<file path="src/rtl/ram_wb_pkg.sv">
// Shared codes for the Wishbone B3 RAM front-end: cycle/burst types, FSM states, range check.
// Purely declarative; no timing or backpressure of its own.
package ram_wb_pkg;

  localparam logic [2:0] CTI_CLASSIC = 3'b000;
  localparam logic [2:0] CTI_INCR    = 3'b010;
  localparam logic [2:0] CTI_EOB     = 3'b111;

  typedef enum logic [1:0] {
    BTE_LINEAR = 2'b00,
    BTE_WRAP4  = 2'b01,
    BTE_WRAP8  = 2'b10,
    BTE_WRAP16 = 2'b11
  } bte_e;

  typedef enum logic [1:0] {
    ST_IDLE  = 2'd0,
    ST_RMW   = 2'd1,
    ST_BURST = 2'd2
  } state_e;

  function automatic logic word_in_range(input logic [31:0] widx, input logic [31:0] size);
    return widx < size;
  endfunction

endpackage

</file>
<file path="src/rtl/ram_wb_b3_ctrl_if.sv">
// Wishbone B3 slave bus plus the single-port RAM strobes it drives.
// Wires only; ack/err from the controller are the sole flow control.
interface ram_wb_b3_ctrl_if #(parameter int adr_width = 18);

  logic [31:0]          wb_adr_i;
  logic [31:0]          wb_dat_i;
  logic [3:0]           wb_sel_i;
  logic                 wb_we_i;
  logic                 wb_cyc_i;
  logic                 wb_stb_i;
  logic [2:0]           wb_cti_i;
  logic [1:0]           wb_bte_i;
  logic [31:0]          wb_dat_o;
  logic                 wb_ack_o;
  logic                 wb_err_o;

  logic [adr_width-1:0] ram_adr_o;
  logic [31:0]          ram_dat_o;
  logic                 ram_we_o;
  logic [31:0]          ram_dat_i;

  modport slave (
    input  wb_adr_i, wb_dat_i, wb_sel_i, wb_we_i, wb_cyc_i, wb_stb_i, wb_cti_i, wb_bte_i,
    output wb_dat_o, wb_ack_o, wb_err_o,
    output ram_adr_o, ram_dat_o, ram_we_o,
    input  ram_dat_i
  );

  modport master (
    output wb_adr_i, wb_dat_i, wb_sel_i, wb_we_i, wb_cyc_i, wb_stb_i, wb_cti_i, wb_bte_i,
    input  wb_dat_o, wb_ack_o, wb_err_o
  );

  modport ram (
    input  ram_adr_o, ram_dat_o, ram_we_o,
    output ram_dat_i
  );

endinterface

</file>
<file path="src/rtl/ram_wb_burst_adr.sv">
// Next burst word address for linear and wrap-4/8/16 bursts; combinational, zero latency.
// carry flags a linear increment that rolled past the top of the address space.
module ram_wb_burst_adr
  import ram_wb_pkg::*;
#(
  parameter int adr_width = 18
) (
  input  logic [adr_width-1:0] adr,
  input  bte_e                 bte,
  output logic [adr_width-1:0] nxt,
  output logic                 carry
);

  localparam logic [adr_width:0] ONE = 1;

  logic [adr_width:0] lin;

  always_comb begin
    lin   = {1'b0, adr} + ONE;
    nxt   = lin[adr_width-1:0];
    carry = 1'b0;
    case (bte)
      BTE_LINEAR: begin
        nxt   = lin[adr_width-1:0];
        carry = lin[adr_width];
      end
      BTE_WRAP4:  nxt = {adr[adr_width-1:2], adr[1:0] + 2'd1};
      BTE_WRAP8:  nxt = {adr[adr_width-1:3], adr[2:0] + 3'd1};
      default:    nxt = {adr[adr_width-1:4], adr[3:0] + 4'd1};
    endcase
  end

endmodule

</file>
<file path="src/rtl/ram_wb_b3_ctrl.sv">
// Wishbone B3 slave to single-port RAM: classic/burst reads, full and RMW partial writes, range errors.
// Ack/err one cycle after request (two for partial writes); bursts stream one beat per cycle, no stalls.
module ram_wb_b3_ctrl
  import ram_wb_pkg::*;
#(
  parameter int adr_width = 18,
  parameter int mem_size  = 262144
) (
  input  logic             wb_clk_i,
  input  logic             wb_rst_i,
  ram_wb_b3_ctrl_if.slave  bus
);

  localparam logic [31:0] MEM_WORDS = 32'(mem_size);

  state_e               state;
  logic                 ack;
  logic                 err;
  logic [adr_width-1:0] badr;
  logic                 badr_ovf;

  logic [31:0]          req_widx;
  logic [adr_width-1:0] req_idx;
  logic                 req;
  logic                 req_ok;
  logic                 full_wr;
  logic                 burst_live;
  logic                 badr_ok;
  logic [adr_width-1:0] nxt_src;
  logic [adr_width-1:0] nxt_adr;
  logic                 nxt_carry;
  logic [31:0]          merged;
  logic [adr_width-1:0] ram_adr;
  logic [31:0]          ram_dat;
  logic                 ram_we;
  logic                 unused_ok;

  assign req_widx   = {2'b00, bus.wb_adr_i[31:2]};
  assign req_idx    = bus.wb_adr_i[adr_width+1:2];
  assign req        = bus.wb_cyc_i & bus.wb_stb_i & ~ack & ~err;
  assign req_ok     = word_in_range(req_widx, MEM_WORDS);
  assign full_wr    = (bus.wb_sel_i == 4'hF);
  assign burst_live = bus.wb_cyc_i & bus.wb_stb_i & ~bus.wb_we_i & (bus.wb_cti_i == CTI_INCR);
  // the sticky overflow catches a linear burst that stepped past 2^adr_width
  assign badr_ok    = ~badr_ovf & word_in_range(32'(badr), MEM_WORDS);
  assign nxt_src    = (state == ST_BURST) ? badr : req_idx;
  assign unused_ok  = &{1'b0, bus.wb_adr_i[1:0]};

  ram_wb_burst_adr #(.adr_width(adr_width)) u_burst_adr (
    .adr   (nxt_src),
    .bte   (bte_e'(bus.wb_bte_i)),
    .nxt   (nxt_adr),
    .carry (nxt_carry)
  );

  always_comb begin
    merged = bus.ram_dat_i;
    for (int b = 0; b < 4; b++) begin
      if (bus.wb_sel_i[b]) merged[8*b +: 8] = bus.wb_dat_i[8*b +: 8];
    end
  end

  // RAM strobes are combinational so the address lands in the request cycle
  always_comb begin
    ram_adr = req_idx;
    ram_dat = bus.wb_dat_i;
    ram_we  = 1'b0;
    case (state)
      ST_IDLE:  ram_we = req & req_ok & bus.wb_we_i & full_wr;
      ST_RMW: begin
        ram_we  = bus.wb_cyc_i & bus.wb_stb_i & bus.wb_we_i;
        ram_dat = merged;
      end
      ST_BURST: ram_adr = badr;
      default:  ram_we = 1'b0;
    endcase
    if (wb_rst_i) ram_we = 1'b0;
  end

  always_ff @(posedge wb_clk_i) begin
    if (wb_rst_i) begin
      state    <= ST_IDLE;
      ack      <= 1'b0;
      err      <= 1'b0;
      badr     <= '0;
      badr_ovf <= 1'b0;
    end else begin
      ack <= 1'b0;
      err <= 1'b0;
      case (state)
        ST_IDLE: begin
          if (req) begin
            if (!req_ok) begin
              err <= 1'b1;
            end else if (bus.wb_we_i) begin
              if (full_wr) ack <= 1'b1;
              else         state <= ST_RMW;
            end else begin
              ack <= 1'b1;
              if (bus.wb_cti_i == CTI_INCR) begin
                state    <= ST_BURST;
                badr     <= nxt_adr;
                badr_ovf <= nxt_carry;
              end
            end
          end
        end
        ST_RMW: begin
          state <= ST_IDLE;
          ack   <= bus.wb_cyc_i & bus.wb_stb_i & bus.wb_we_i;
        end
        ST_BURST: begin
          state <= ST_IDLE;
          if (burst_live) begin
            if (!badr_ok) begin
              err <= 1'b1;
            end else begin
              ack      <= 1'b1;
              state    <= ST_BURST;
              badr     <= nxt_adr;
              badr_ovf <= badr_ovf | nxt_carry;
            end
          end
        end
        default: state <= ST_IDLE;
      endcase
    end
  end

  assign bus.wb_ack_o  = ack;
  assign bus.wb_err_o  = err;
  assign bus.wb_dat_o  = bus.ram_dat_i;
  assign bus.ram_adr_o = ram_adr;
  assign bus.ram_dat_o = ram_dat;
  assign bus.ram_we_o  = ram_we;

endmodule
</file>
<file path="src/flat_wrapper.sv">
// flat-port wrapper written by rule: the top's interface ports become plain ports
module ram_wb_b3_ctrl_flat import ram_wb_pkg::*;
#(
  parameter int adr_width = 18,
  parameter int mem_size  = 262144
)
  (wb_clk_i, wb_rst_i, bus_wb_adr_i, bus_wb_dat_i, bus_wb_sel_i, bus_wb_we_i, bus_wb_cyc_i, bus_wb_stb_i, bus_wb_cti_i, bus_wb_bte_i, bus_wb_dat_o, bus_wb_ack_o, bus_wb_err_o, bus_ram_adr_o, bus_ram_dat_o, bus_ram_we_o, bus_ram_dat_i);
  ram_wb_b3_ctrl_if #(.adr_width(adr_width)) bus_i ();
  input  logic wb_clk_i;
  input  logic wb_rst_i;
  input wire logic [$bits(bus_i.wb_adr_i)-1:0] bus_wb_adr_i;
  input wire logic [$bits(bus_i.wb_dat_i)-1:0] bus_wb_dat_i;
  input wire logic [$bits(bus_i.wb_sel_i)-1:0] bus_wb_sel_i;
  input wire logic [$bits(bus_i.wb_we_i)-1:0] bus_wb_we_i;
  input wire logic [$bits(bus_i.wb_cyc_i)-1:0] bus_wb_cyc_i;
  input wire logic [$bits(bus_i.wb_stb_i)-1:0] bus_wb_stb_i;
  input wire logic [$bits(bus_i.wb_cti_i)-1:0] bus_wb_cti_i;
  input wire logic [$bits(bus_i.wb_bte_i)-1:0] bus_wb_bte_i;
  output wire logic [$bits(bus_i.wb_dat_o)-1:0] bus_wb_dat_o;
  output wire logic [$bits(bus_i.wb_ack_o)-1:0] bus_wb_ack_o;
  output wire logic [$bits(bus_i.wb_err_o)-1:0] bus_wb_err_o;
  output wire logic [$bits(bus_i.ram_adr_o)-1:0] bus_ram_adr_o;
  output wire logic [$bits(bus_i.ram_dat_o)-1:0] bus_ram_dat_o;
  output wire logic [$bits(bus_i.ram_we_o)-1:0] bus_ram_we_o;
  input wire logic [$bits(bus_i.ram_dat_i)-1:0] bus_ram_dat_i;
  assign bus_i.wb_adr_i = bus_wb_adr_i;
  assign bus_i.wb_dat_i = bus_wb_dat_i;
  assign bus_i.wb_sel_i = bus_wb_sel_i;
  assign bus_i.wb_we_i = bus_wb_we_i;
  assign bus_i.wb_cyc_i = bus_wb_cyc_i;
  assign bus_i.wb_stb_i = bus_wb_stb_i;
  assign bus_i.wb_cti_i = bus_wb_cti_i;
  assign bus_i.wb_bte_i = bus_wb_bte_i;
  assign bus_wb_dat_o = bus_i.wb_dat_o;
  assign bus_wb_ack_o = bus_i.wb_ack_o;
  assign bus_wb_err_o = bus_i.wb_err_o;
  assign bus_ram_adr_o = bus_i.ram_adr_o;
  assign bus_ram_dat_o = bus_i.ram_dat_o;
  assign bus_ram_we_o = bus_i.ram_we_o;
  assign bus_i.ram_dat_i = bus_ram_dat_i;
  ram_wb_b3_ctrl #(.adr_width(adr_width), .mem_size(mem_size)) u_core (.wb_clk_i(wb_clk_i), .wb_rst_i(wb_rst_i), .bus(bus_i));
endmodule
</file>
<file path="config.mk">
export PLATFORM = sky130hd
export DESIGN_NAME = ram_wb_b3_ctrl_flat
export DESIGN_NICKNAME = d
export VERILOG_FILES = /design/src/rtl/ram_wb_pkg.sv /design/src/rtl/ram_wb_b3_ctrl_if.sv /design/src/rtl/ram_wb_burst_adr.sv /design/src/rtl/ram_wb_b3_ctrl.sv /design/src/flat_wrapper.sv
export SDC_FILE = /design/constraint.sdc
export NUM_CORES = 1
export LEC_CHECK = 0
export CELL_PAD_IN_SITES_DETAIL_PLACEMENT = 1
export CELL_PAD_IN_SITES_GLOBAL_PLACEMENT = 1
export CORE_MARGIN = 3
export CORE_UTILIZATION = 19
export CTS_CLUSTER_DIAMETER = 80
export CTS_CLUSTER_SIZE = 40
export DETAILED_ROUTE_END_ITERATION = 6
export PLACE_DENSITY = 0.77
export SYNTH_ARGS = -nofsm -noshare
export SYNTH_HDL_FRONTEND = slang
export SYNTH_SLANG_ARGS = --single-unit
export TNS_END_PERCENT = 100
</file>
<file path="constraint.sdc">
create_clock -name wb_clk_i -period 2.2 [get_ports wb_clk_i]
set_input_delay 0.55 -clock wb_clk_i [delete_from_list [all_inputs] [get_ports wb_clk_i]]
set_output_delay 0.55 -clock wb_clk_i [all_outputs]
set_load 0.02 [all_outputs]
</file>
==> impl_metrics.tcl, run 1 <==
set metrics [dict create \
    hold_violations 0 \
    antenna_left 0 \
    hold_slack_ns 0.471 \
    wire_per_inst_um 19.1 \
    nNetsFinal 668 \
    synthArstFlopShare_pct 0 \
    synth.top_cell.area_share_pct 20.9 \
    clkSinkCount 23 \
    io_pins 195 \
    worstSetupEndpointType "flop" \
    worstPathArrival_ns 2.37 \
    drv_cap 0 \
    violations "setup timing" \
    synth_top_area_cell "mux2_2" \
    avgSynthCellArea_um2 8.13 \
    rsz0062_at_grt "true" \
    grt_max_degree 19 \
    root_buffer "clkbuf_16" \
    powerDensity_mw_per_mm2 279 \
    cp_max_fo 5 \
    clockPowerShare_pct 27.3 \
    ys_warn_count 0 \
    cts_tree "built" \
    placed_cell_area_mm2 0.00490 \
    synth_top_cells_by_area "mux2_2 (21%), dfxtp_1 (20%), buf_4 (11%)" \
    ir_drop_mv 0.216 \
    r2r_slack_ns -0.03 \
    r2r-end "u_core.badr[15]$_SDFFE_PP0P_" \
    grt_first_pass_wirelength_um 19300 \
    cts_max_level 1 \
    hpwl_um 9890 \
    hold_buffers 0 \
    port_buffers 192 \
    antenna_cells 0 \
    fp.dieH_um 116 \
    power.internal_mw 1.03 \
    die_x_um 116 \
    combinationalPowerShare_pct 44.4 \
    start_kind "flop" \
    synth_fp_nets 396 \
    p_switching_mw 0.452 \
    power_leakage_nw 2.31 \
    synth-seq-cells 23 \
    routabilityCongestion 0.792 \
    worstSetupPathType "flop to flop" \
    min-delay-start "u_core.badr[17]$_SDFFE_PP0P_" \
    antenna_found_initial 0 \
    rows 39 \
    drc 0 \
    die_area_mm2 0.0136 \
    cts_buffer_depth 2 \
    worst_slew_pin_slew_ns 0.294 \
    r2r_start "u_core.state[0]$_SDFFE_PP0P_" \
    drive_gt1_share_pct 50.9 \
    seq_power_share_pct 28.2 \
    coreArea_mm2 0.0117 \
    synthDistinctLibCells 49 \
    overflow 0 \
    syn_area_mm2 0.00232 \
    finalCriticalPeriod_ns 2.23 \
    fin_worst_skew_ns 0.00213 \
    swShare_pct 30.5 \
    syn2layout_area_growth_pct 129 \
    viasPerCell 4.73 \
    worst_r2r_path_depth 8 \
    synth_cells 285 \
    drt_first_pass_iters 5 \
    cp.required_ns 2.34 \
    status "finished with violations" \
    dr_total_vias 3309 \
    finalSetupViolations 2 \
    final_area_mm2 0.00530 \
    insertion_delay_ns 0.26 \
    fin_tns_setup_ns -0.0471 \
    slew-limit-headroom_pct 80.2 \
    grt_util_all_layers_pct 18.0 \
    holdPathStages 2 \
    worst_slack_ns -0.0271 \
    drv_slew 0 \
    fin_crit_sh_pct 101 \
    drtIter0Drc 73 \
    fillers 1352 \
    path_clk_slew_ns 0.06 \
    cts_buffers 3 \
    start_util_pct 19.9 \
    yosysSeqAreaShare_pct 19.9 \
    hold_end "u_core.badr[17]$_SDFFE_PP0P_" \
    synth-edff-count 0 \
    fmax_mhz 449 \
    grt_pass1_vias 3790 \
    wirelength_um 13300 \
    synth_top_flop_cell "dfxtp_1" \
    min_path_type "flop to flop" \
]
power by group through the flow:
stage / clock network (mW) / registers [mW] / logic, mW
floorplan: 0 / 0.428 / 0.256
global placement: 0 / 0.427 / 0.676
detailed placement: 0 / 0.427 / 0.691
CTS: 0.403 / 0.418 / 0.654
global route: 0.423 / 0.418 / 0.699
finish: 0.405 / 0.418 / 0.658
synth_stat cells, drive strengths merged, types with 2 or more instances:
| cell | count |
|---|---|
| nand2 | 36 |
| clkbuf | 5 |
| o211ai | 2 |
| buf | 37 |
| nand4 | 6 |
| and4 | 2 |
| a32oi | 2 |
| and3 | 4 |
| nand3 | 7 |
| and2 | 3 |
| mux2 | 43 |
| dfxtp | 23 |
| nor2 | 22 |
| o2111ai | 2 |
| or4b | 2 |
| inv | 10 |
| a211oi | 3 |
| nor4 | 6 |
| a21oi | 7 |
| nand2b | 4 |
| o22ai | 5 |
| nor3 | 6 |
| xnor2 | 12 |
| o21ai | 6 |
| mux2i | 12 |
per-stage QoR:
stage          setup WS, ns  std cells  utilization [%]  total power [mW]
3_5_place_dp          -1.05        670             42.0              1.12
5_1_grt              -0.112        699             45.4              1.54
2_1_floorplan       -0.0461        285                -             0.684
6_report            -0.0271        699             45.4              1.48
4_1_cts              -0.105        694             44.6              1.48
3_3_place_gp         -0.911        670             42.0              1.10
layout by cell type, fill, tap and decap left out, drive strengths merged, types with 3 or more instances in the layout:
master           n
dfxtp           23
nor3             6
nand2b           4
dlymetal6s2s     7
dlygate4sd2     39
clkbuf          12
inv             10
nand4            6
a21oi            7
and3             4
o21ai            6
a211oi           3
o22ai            5
and2             3
buf            174
nand2           36
nor2            22
nor4             6
nand3            7
mux2            43
xnor2           12
mux2i           12
clkdlybuf4s50   76
clkdlybuf4s15    4
layout make-up:
cell class / count / area [um^2] / area share (%)
Sequential cell: 23 / 463 / 8.73
Clock buffer: 4 / 78.8 / 1.49
Timing Repair Buffer: 308 / 2650 / 50.1
Multi-Input combinational cell: 210 / 1880 / 35.6
Inverter: 11 / 41.3 / 0.779
Tap cell: 143 / 179 / 3.38
per-layer routing:
metal	routed length [um]	track usage, %	vias up
met3	804	3.42	29
met1	4650	17.7	1579
met5	0	0	-
li1	-	-	1548
met2	7570	36.2	153
met4	320	6.96	0
worst max-delay path, stage by stage (launching register included):
cell	delay [ns]
dfxtp_2	0.33
nand2b_4	0.15
buf_6	0.13
buf_16	0.13
mux2i_4	0.25
nand2_2	0.09
or4b_4	0.56
and4_4	0.19
a311o_1	0.27
flip-flops by register name, indices dropped and copies added (netlist names):
| name | cells |
|---|---|
| u_core.badr | 18 |
| u_core.bus.wb_ack_o | 1 |
| u_core.badr_ovf | 1 |
| u_core.state | 2 |
| u_core.bus.wb_err_o | 1 |
worst max path at each step:
stage,startpoint,end,slack (ns)
2_1_floorplan,bus_wb_we_i,u_core.badr[14]$_SDFFE_PP0P_,-0.05
3_3_place_gp,bus_wb_stb_i,bus_ram_we_o,-0.91
3_5_place_dp,bus_wb_stb_i,u_core.badr[2]$_SDFFE_PP0P_,-1.05
4_1_cts,bus_wb_adr_i[29],bus_ram_we_o,-0.10
5_1_grt,bus_wb_adr_i[26],bus_ram_we_o,-0.11
6_report,u_core.state[0]$_SDFFE_PP0P_,u_core.badr[15]$_SDFFE_PP0P_,-0.03
repair_timing:
item                                    in CTS  in global routing
endpoints found under the setup margin      94                 55
buffers inserted                            17                  8
gates resized for setup                    353                 51
cloned                                       3                  1
pin swaps                                   40                 20
cells by family after synthesis:
| family | count (synthesis) | synth area share, % |
|---|---|---|
| muxes | 55 | 26.4 |
| AOI/OAI and AO/OA | 37 | 11.2 |
| buffers and inverters | 53 | 14.7 |
| adders and majority gates | 1 | 0.540 |
| xor gates and xnor gates | 12 | 4.53 |
| and+or+nand+nor | 104 | 22.8 |
| DFF | 23 | 19.9 |
Note: power is estimated with default switching activity, not from simulation.
==> run 2: changes to the inputs <==
Settings changed: HOLD_SLACK_MARGIN from default to 0.08, SETUP_SLACK_MARGIN from default to 0.15.
==> run 2 against run 1 <==
  * The flow still finishes with violations (setup timing)
  * Sequential power hardly changed
  * Sequential share of layout area is 1.0 points lower
  * Combinational power is 19% higher
  * Critical path depth is 1 lower
  * Die area stayed put
  * Non-clock buffer count is 42 higher
  * Critical endpoint unchanged
  * Worst hold slack better by 0.065 ns
  * First-iteration DRC count grew to 3.1 times the previous value
  * Register-to-register slack worse by 0.19 ns
  * Cell area is 15% higher
  * Routed wire length is 30% higher
==> impl_metrics.tcl, run 2 (synthesized netlist as in run 1, its figures left out) <==
set metrics [dict create \
    grt_max_degree 19 \
    violations "setup timing" \
    final_common_cell "buf_4" \
    antenna_left 0 \
    dr_total_vias 3569 \
    nNetsFinal 709 \
    cp.required_ns 2.41 \
    worst_slew_pin_slew_ns 0.848 \
    top_regs "u_core.badr (18), u_core.state (2)" \
    swShare_pct 32.1 \
    wirelength_um 17400 \
    start_util_pct 19.9 \
    start_kind "input port" \
    viasPerCell 4.82 \
    rsz0062_at_grt "true" \
    hold_end "u_core.badr[5]$_SDFFE_PP0P_" \
    drive_gt1_share_pct 61.3 \
    regMostFlops "u_core.badr" \
    coreArea_mm2 0.0117 \
    insertion_delay_ns 0.27 \
    clkSinkCount 23 \
    fin_util_pct 52.1 \
    ir_drop_mv 0.209 \
    cts_max_level 1 \
    finalSetupViolations 33 \
    min-delay-start "u_core.badr[5]$_SDFFE_PP0P_" \
    io_pins 195 \
    worst_r2r_path_depth 10 \
    powerDensity_mw_per_mm2 266 \
    cts_buffer_depth 2 \
    grt_use_met2_pct 42.3 \
    grt_pass1_vias 3897 \
    largest_reg_flops 18 \
    fmax_mhz 409 \
    min_path_type "flop to flop" \
    r2r-end "u_core.badr[15]$_SDFFE_PP0P_" \
    worstPathArrival_ns 2.66 \
    wire_per_inst_um 23.4 \
    top_usage_layer "met2" \
    status "finished with violations" \
    clockPowerShare_pct 26.0 \
    cts_tree "built" \
    grtUsageMet1_pct 24.9 \
    grt_util_all_layers_pct 22.5 \
    worstSetupEndpointType "flop" \
    holdPathStages 2 \
    layout_common_cells "buf_4 (148), clkdlybuf4s50_1 (85), buf_6 (51)" \
    worst_slack_ns -0.245 \
    die_x_um 116 \
    combinationalPowerShare_pct 48.4 \
    drtIter0Drc 223 \
    worstSetupPathType "input port to flop" \
    power_leakage_nw 2.62 \
    drt_first_pass_iters 4 \
    finalCriticalPeriod_ns 2.44 \
    hold_buffers 0 \
    rows 39 \
    drc 0 \
    placedCellCount 677 \
    grt_util_met3_pct 4.51 \
    p_switching_mw 0.519 \
    hpwl_um 10900 \
    drv_slew 0 \
    power.internal_mw 1.10 \
    hold_violations 0 \
    seq_power_share_pct 25.7 \
    dp_slack_ns -0.996 \
    die_area_mm2 0.0136 \
    root_buffer "clkbuf_16" \
    port_buffers 192 \
    path_clk_slew_ns 0.06 \
    startpoint "bus_wb_adr_i[10]" \
    fp.dieH_um 116 \
    fin_crit_sh_pct 111 \
    r2r_slack_ns -0.22 \
    r2r_start "u_core.state[1]$_SDFFE_PP0P_" \
    syn2layout_area_growth_pct 162 \
    routabilityCongestion 0.831 \
    overflow 0 \
    cp_max_fo 2 \
    antenna_found_initial 1 \
    fin_worst_skew_ns 0.00289 \
    fillers 1288 \
    cts_buffers 3 \
    slew-limit-headroom_pct 42.9 \
    drv_cap 0 \
    grt_first_pass_wirelength_um 23200 \
    instances_no_fill 741 \
]
## run 2: changes by cell type in the layout (fill, tap and decap cells not counted), moves of 7 or more
cell	before	now
buf_2	46	9
buf_4	99	148
buf_6	21	51
clkdlybuf4s15_1	3	16
clkdlybuf4s50_1	76	85
dlygate4sd2_1	39	15
dlymetal6s2s_1	7	0
## run 2: repair_timing
action,4_1_cts,5_1_grt
endpoints found under the setup margin,104,88
resized for setup,420,124
pin swaps,41,29
buffers inserted,46,15
## run 2: layer usage
layer | up-vias | part of all wire, %
li1 | 1617 | -
met1 | 1765 | 36
met2 | 141 | 54
met3 | 46 | 5.5
met4 | 0 | 3.7
met5 | - | 0
## run 2: worst max path at each step
stage / end / slack (ns) / cells after the start
4_1_cts: u_core.badr[15]$_SDFFE_PP0P_ / -0.13 / 9
3_5_place_dp: bus_ram_we_o / -1.0 / 6
2_1_floorplan: u_core.badr[14]$_SDFFE_PP0P_ / -0.05 / 5
6_report: u_core.badr[15]$_SDFFE_PP0P_ / -0.24 / 7
5_1_grt: u_core.badr[17]$_SDFFE_PP0P_ / -0.30 / 13
3_3_place_gp: bus_ram_we_o / -0.96 / 6
## run 2: through the flow
step           hold slack [ns]  TNS, ns  cell area (um^2)  total power, mW
6_report                 0.536    -2.36              6070             1.62
5_1_grt                  0.542    -4.24              6070             1.67
4_1_cts                  0.498    -1.43              5740             1.55
3_5_place_dp             0.473   -36.30              5090             1.15
3_3_place_gp             0.449   -34.19              5090             1.13
2_1_floorplan            0.433  -0.0484              2480            0.688
## run 2: worst max-delay path, cell delays in order
cell,delay (ns)
clkdlybuf4s50_1,0.58
and3_1,0.29
o211ai_2,0.12
or4b_4,0.58
buf_6,0.14
nor4_4,0.23
a311o_1,0.16
## run 2: area by class of cell
class	instances	area, um^2	area share (%)
diodes	1	2.50	0.0412
clock buffers	4	78.8	1.30
inverters	11	41.3	0.680
multi-input cells	209	2110	34.7
flip-flops and latches	23	468	7.70
well taps	143	179	2.95
repair buffers	350	3190	52.6
## run 2: power groups by stage
stage	combinational [mW]	sequential (mW)	clock, mW
final	0.783	0.415	0.421
after global routing	0.819	0.415	0.440
after CTS	0.719	0.416	0.413
after detailed placement	0.719	0.427	0
after global placement	0.704	0.427	0
after floorplan	0.260	0.428	0
